==> src/rtl/serial_mag_comparator.sv <==
// Bit-serial, MSB-first magnitude comparator producing Eq/Gt/Lt with a one-cycle done pulse.
// Operands are latched on start and shifted out one bit per clock; optional early exit on the first difference.
module serial_mag_comparator #(
    parameter int WIDTH      = 8,
    parameter int SIGNED     = 0,
    parameter int EARLY_EXIT = 1
) (
    input  logic             clk,
    input  logic             rst,
    input  logic             start,
    input  logic [WIDTH-1:0] A,
    input  logic [WIDTH-1:0] B,
    output logic             busy,
    output logic             done,
    output logic             Eq,
    output logic             Gt,
    output logic             Lt
);

    localparam int            IW      = (WIDTH > 1) ? $clog2(WIDTH) : 1;
    localparam logic [IW-1:0] IDX_TOP = IW'(WIDTH - 1);
    localparam logic [IW-1:0] IDX_ONE = IW'(1);
    localparam bit            SG      = (SIGNED != 0);
    localparam bit            EE      = (EARLY_EXIT != 0);

    typedef enum logic [1:0] {
        ST_IDLE = 2'd0,
        ST_CMP  = 2'd1,
        ST_DONE = 2'd2
    } state_t;

    state_t           r_state;
    logic [WIDTH-1:0] r_a;
    logic [WIDTH-1:0] r_b;
    logic [IW-1:0]    r_idx;
    logic             r_decided;
    logic             r_dec_gt;
    logic             r_busy;
    logic             r_done;
    logic             r_eq;
    logic             r_gt;
    logic             r_lt;

    logic             w_bit_a;
    logic             w_bit_b;
    logic             w_diff;
    logic             w_msb;
    logic             w_a_wins;
    logic             w_last;
    logic             w_any_diff;
    logic             w_gt_final;
    logic             w_finish;

    // Per-bit verdict: on a signed sign bit, a set bit means the smaller operand.
    always_comb begin
        w_bit_a    = r_a[WIDTH-1];
        w_bit_b    = r_b[WIDTH-1];
        w_diff     = w_bit_a ^ w_bit_b;
        w_msb      = (r_idx == IDX_TOP);
        w_last     = (r_idx == {IW{1'b0}});
        w_a_wins   = (SG && w_msb) ? ~w_bit_a : w_bit_a;
        w_any_diff = r_decided | w_diff;
        w_gt_final = r_decided ? r_dec_gt : w_a_wins;
        w_finish   = w_last | (EE & w_diff);
    end

    // Control FSM, operand shift registers and registered result outputs.
    always_ff @(posedge clk) begin
        if (rst) begin
            r_state   <= ST_IDLE;
            r_a       <= {WIDTH{1'b0}};
            r_b       <= {WIDTH{1'b0}};
            r_idx     <= {IW{1'b0}};
            r_decided <= 1'b0;
            r_dec_gt  <= 1'b0;
            r_busy    <= 1'b0;
            r_done    <= 1'b0;
            r_eq      <= 1'b0;
            r_gt      <= 1'b0;
            r_lt      <= 1'b0;
        end else begin
            case (r_state)
                ST_IDLE: begin
                    r_done <= 1'b0;
                    if (start) begin
                        r_a       <= A;
                        r_b       <= B;
                        r_idx     <= IDX_TOP;
                        r_decided <= 1'b0;
                        r_dec_gt  <= 1'b0;
                        r_eq      <= 1'b0;
                        r_gt      <= 1'b0;
                        r_lt      <= 1'b0;
                        r_busy    <= 1'b1;
                        r_state   <= ST_CMP;
                    end else begin
                        r_busy  <= 1'b0;
                        r_state <= ST_IDLE;
                    end
                end
                ST_CMP: begin
                    // Only the first differing position may set the verdict in full-scan mode.
                    if (w_diff && !r_decided) begin
                        r_decided <= 1'b1;
                        r_dec_gt  <= w_a_wins;
                    end
                    if (w_finish) begin
                        r_state <= ST_DONE;
                        r_done  <= 1'b1;
                        r_eq    <= ~w_any_diff;
                        r_gt    <= w_any_diff & w_gt_final;
                        r_lt    <= w_any_diff & ~w_gt_final;
                    end else begin
                        r_idx <= r_idx - IDX_ONE;
                        r_a   <= {r_a[WIDTH-2:0], 1'b0};
                        r_b   <= {r_b[WIDTH-2:0], 1'b0};
                    end
                end
                ST_DONE: begin
                    r_done  <= 1'b0;
                    r_busy  <= 1'b0;
                    r_state <= ST_IDLE;
                end
                default: begin
                    r_done  <= 1'b0;
                    r_busy  <= 1'b0;
                    r_state <= ST_IDLE;
                end
            endcase
        end
    end

    assign busy = r_busy;
    assign done = r_done;
    assign Eq   = r_eq;
    assign Gt   = r_gt;
    assign Lt   = r_lt;

endmodule

==> config.mk <==
export PLATFORM = sky130hd
export DESIGN_NAME = serial_mag_comparator
export DESIGN_NICKNAME = d
export VERILOG_FILES = /design/src/rtl/serial_mag_comparator.sv
export SDC_FILE = /design/constraint.sdc
export NUM_CORES = 1
export LEC_CHECK = 0
export ABC_AREA = 1
export CAP_MARGIN = 10
export CORE_MARGIN = 2
export CORE_UTILIZATION = 40
export CTS_CLUSTER_SIZE = 24
export DETAILED_ROUTE_END_ITERATION = 6
export PLACE_DENSITY_LB_ADDON = 0.25
export SETUP_SLACK_MARGIN = 0.15
export SYNTH_ARGS = -nofsm -noshare
export SYNTH_HDL_FRONTEND = slang
export SYNTH_SLANG_ARGS = --single-unit
export TNS_END_PERCENT = 10
==> constraint.sdc <==
create_clock -name clk -period 2.4 [get_ports clk]
set_input_delay 0.48 -clock clk [delete_from_list [all_inputs] [get_ports clk]]
set_output_delay 0.48 -clock clk [all_outputs]
set_load 0.01 [all_outputs]
==> Word level (Yosys, flattened, before mapping) <==
Cells that the tools add are included.
{ "totals": {"mem_bits_ro": 0, "ram_bits": 0, "regBits": 28, "latch_bits": 0, "wordCells": 60, "in_bits": 19, "out_inout_bits": 5, "n_memories": 0} }
{ "classes": {"n_div": 0, "magnitude_cmp": 0, "shift": 0, "bitwise": 8, "n_mux": 26, "addsub": 1, "n_eq_ne": 5, "n_reduce_logical": 9, "mul": 0} }
{ "op_table": {"columns": ["cell", "count"], "rows": [
  ["$mux 8", 4],
  ["$pmux 8 s2", 2],
  ["$pmux 1 s2", 6],
  ["$mux 1", 9],
  ["$reduce_and 3->1", 3],
  ["$ne 2x2->1 const B", 4],
  ["$mux 3", 2],
  ["$pmux 3 s2", 1],
  ["$pmux 2 s2", 1],
  ["$logic_not 3->1", 1],
  ["$not 1->1", 3],
  ["$sub 3x1->3 const B", 1],
  ["$and 1x1->1", 2],
  ["$eq 2x1->1 const B", 1],
  ["$logic_not 2->1", 1],
  ["$mux 2", 1],
  ["$or 1x1->1", 2],
  ["$reduce_bool 2->1", 1],
  ["$reduce_or 2->1", 1],
  ["$logic_and 1x1->1", 1],
  ["$logic_not 1->1", 1],
  ["$xor 1x1->1", 1]
]} }

==> Longest topological paths before layout <==
{ "depth": {"depth_word": 5, "depth_mapped": 9, "depth_no_buf": 9} }

==> Worst setup path after synthesis <==
Ideal clock, no wire load.
{ "synth_timing": {"kind": "in2reg", "startpoint": "in start", "endpoint": "reg r_a[1]", "path_buffers": 2, "slack_ps": 1115, "cell_stages": 7, "setup_ps": 113, "required_ps": 2287, "arrival_time_ps": 1172, "path_cell_list": "inv_1 -> nor3_2 -> inv_2 -> buf_6 -> buf_6 -> a21oi_2 -> nor2_1"} }
{ "synth_between": {"elab_chain_len": 2} }
{ "synth_rtl": {"columns": ["item", "line_no", "source"], "rows": [
  ["start, declared", "10", "input logic start,"],
  ["$ne 2x2->1 (no source line)", null, null],
  ["$reduce_and 3->1 (no source line)", null, null],
  ["end signal, assigned", "71", "r_a <= {WIDTH{1'b0}};"],
  ["end signal, assigned", "115", "r_a <= {r_a[WIDTH-2:0], 1'b0};"],
  ["end, declared", "33", "logic [WIDTH-1:0] r_a;"]
]} }
No other way between the ends.
A chain may end at the register's enable or synchronous reset.

==> Worst setup path after layout <==
{ "layout_timing": {"startpoint": "reg r_done, in the netlist done", "endpoint": "out done"} }
{ "layout_rtl": {"columns": ["item", "line_no", "source"], "rows": [
  ["start, declared", "39", "logic r_done;"],
  ["start signal, assigned", "77", "r_done <= 1'b0;"],
  ["start signal, assigned", "84", "r_done <= 1'b0;"],
  ["start signal, assigned", "109", "r_done <= 1'b1;"],
  ["end, declared", "14", "output logic done,"]
]} }
No word-level cell between the ends.

==> results by group <==
Critical path
  – CP Launch Point: done
  – Flop-to-flop setup slack: ~0.78 ns
  – Slowest cell delay on critical path: 0.54 ns
  – Worst setup EP type: output pin
  – Arr. time, crit path: 1.16 ns
  – Buf/Inv on CP: 1
  – Crit Reg-Reg Startpoint: r_idx[0]
  – CP delay by family, top: buffers and inverters
  – Required time of the critical path: 1.92 ns
  – Slowest cell on crit path: clkdlybuf4s50_1
  – Worst-path fanout max: 2
  – Startpoint Class: flop
  – WS Path Type: reg -> out
  – Critical path cell sequence: clkdlybuf4s50_1

Worst hold path
  – HP Class: reg -> reg
  – Min-delay src: busy

Timing
  – Hold Vio Cnt, Final: 0
  – Worst slew margin: 0.714
  – TNS Setup: 0 ns
  – Skew final: about 0.0047 ns
  – Worst Max-Slew Pin Slew: 0.428 ns
  – Crit path time final: 1.64 ns
  – Slew Viols, Final: 0
  – Period utilization: 0.681
  – RSZ-0062 raised after global routing: no
  – Fmax: 0.612 GHz
  – Setup violations, final: 0

Yosys
  – Cell Area, Synth: 1540 µm²
  – Mean Syn Cell Area: 6.86 µm²
  – Proportion of synthesized chip area in sequential cells: 0.365
  – Synth area leader: dfxtp_1
  – Yosys top cell area share: 0.365
  – Most used DFF post-synth: dfxtp_1
  – Netlist cell types: 22
  – Synthesis-stage register bit count: 28
  – Most common cell in the netlist: nand2_1
  – Number of flops mapped to enable cells by yosys: 0
  – Ys async rst share: 0
  – Syn Nets: 245
  – Synth cell count leaders: nand2_1 (57), dfxtp_1 (28), nor2_1 (27)
  – Synth Instances: 224
  – Top post-synthesis cells by area: dfxtp_1 (36%), nand2_1 (14%), nand3_1 (7.2%)
  – Yosys warns: 0

Run status
  – Outcome: completed

Final layout
  – Share of cells above drive strength 1: 0.104
  – Nets: 264
  – Final instance area: roughly 1800 µm²
  – Antenna cells: 0
  – Area delta synth->final: 17.2%
  – Final non-filler cell total: 289

Placement
  – Port buffer count: 23
  – Final GP Congestion: 0.779
  – Placed cell area: 1760 µm²
  – DP HPWL: 1.95 mm
  – Dpl cells: 286

Clock network
  – Longest Clk Path Bufs: 2
  – Hold-fix buffers, CTS: 0
  – CTS sink count: 28
  – Clock latency on the worst-skew pair: 0.27 ns
  – Post-CTS setup buffer count: 0
  – Num CTS Buffers: 3
  – Reg clk slew, reported paths: 0.09 ns
  – H-tree level count: 1
  – TritonCTS clock tree: yes
  – Root buffer cell: clkbuf_8
  – CTS resizes: 0

Floorplanning
  – Row count: 22
  – Die Y: 66 µm
  – # IOs: 24
  – Initial core utilization: 0.417
  – Full die area: roughly 4400 µm²
  – Core area: 3690 µm²
  – Die Wd: 66 µm

Power
  – Static Leak: about 0.83 nW
  – Peak VDD IR: about 0.00042 V
  – P per Cell Area: 683 nW/µm²
  – Total power: 1.23 mW

Job
  – Maxcap violations: 0

Detailed routing
  – Wire per inst: 9.95 µm
  – Drt pass-1 iters: 4
  – Initial DRC count: 92
  – Routed WL: 2.88 mm
  – Vias/cell: between 4 and 5
  – Vias: 1340
  – Final ANT Viol Nets: 0
  – DRC viols: 0

Global routing
  – Gr ovfl total: 0
  – Total Routing Usage GR: 0.146
  – Antenna violations before repair: 0
  – First-pass GRT wire length: 5.02 mm
  – Largest net degree at the start of global routing: 29
  – Vias in the first global route: ~1200
==> flip-flops by register name, summed over array words and instances, names as in the netlist <==
| register | cells |
|---|---|
| Gt | 1 |
| busy | 1 |
| r_a | 8 |
| r_state | 2 |
| r_dec_gt | 1 |
| r_b | 8 |
| done | 1 |
| Lt | 1 |
| Eq | 1 |
| r_decided | 1 |
| r_idx | 3 |
==> layer usage <==
metal,wire length (µm),part of all wire,global-route usage,vias to the layer above
met5,0,0,0,-
met4,19,0.0066,0.0306,0
met3,153,0.053,0.0307,2
met2,1260,0.44,0.254,28
met1,1450,0.50,0.187,570
li1,-,-,-,740
==> through the flow <==
stage | hold slack, ns | worst slack, ns | util
final | 0.477 | 0.765 | 0.488
after global routing | 0.501 | 0.629 | 0.488
after CTS | 0.479 | 0.750 | 0.488
after detailed placement | 0.459 | 0.534 | 0.477
after global placement | 0.465 | 0.550 | 0.477
after floorplan | 0.452 | 1.12 | -
==> worst paths after layout <==
path,cells after the start,endpoint
setup / recovery,1,done
hold / removal,2,busy
setup reg to reg,7,r_b[7]
hold reg to reg,2,busy
==> report_power, final <==
group,internal (mW),total (mW),switching (mW)
Sequential,0.531,0.555,0.0247
Clock,0.113,0.249,0.137
Combinational,0.175,0.425,0.250
==> cell usage in the layout (no fill, tap or decap), drive strengths merged, types with 3 or more instances in the layout <==
cell type      synthesis  final
a21oi                 20     20
buf                   12      4
clkbuf                 1      3
clkdlybuf4s50          0     23
dfxtp                 28     28
inv                   29     29
nand2                 58     58
nand3                 27     27
nor2                  28     28
o21ai                 15     15
==> logic make-up after synthesis <==
family	share of synthesized area
adder cells (fa/ha/maj)	0.0163
AO/OA/AOI/OAI	0.129
flip-flops	0.365
buffers and inverters	0.142
AND/OR/NAND/NOR	0.348
==> cell type report <==
type	instances	area, µm²
Timing Repair Buffer	27	273
Sequential cell	28	561
Tap cell	48	60.1
Fill cell	383	1890
Clock buffer	3	41.3
Inverter	29	109
Multi-Input combinational cell	154	758
Note: power is estimated with default switching activity, not from simulation.
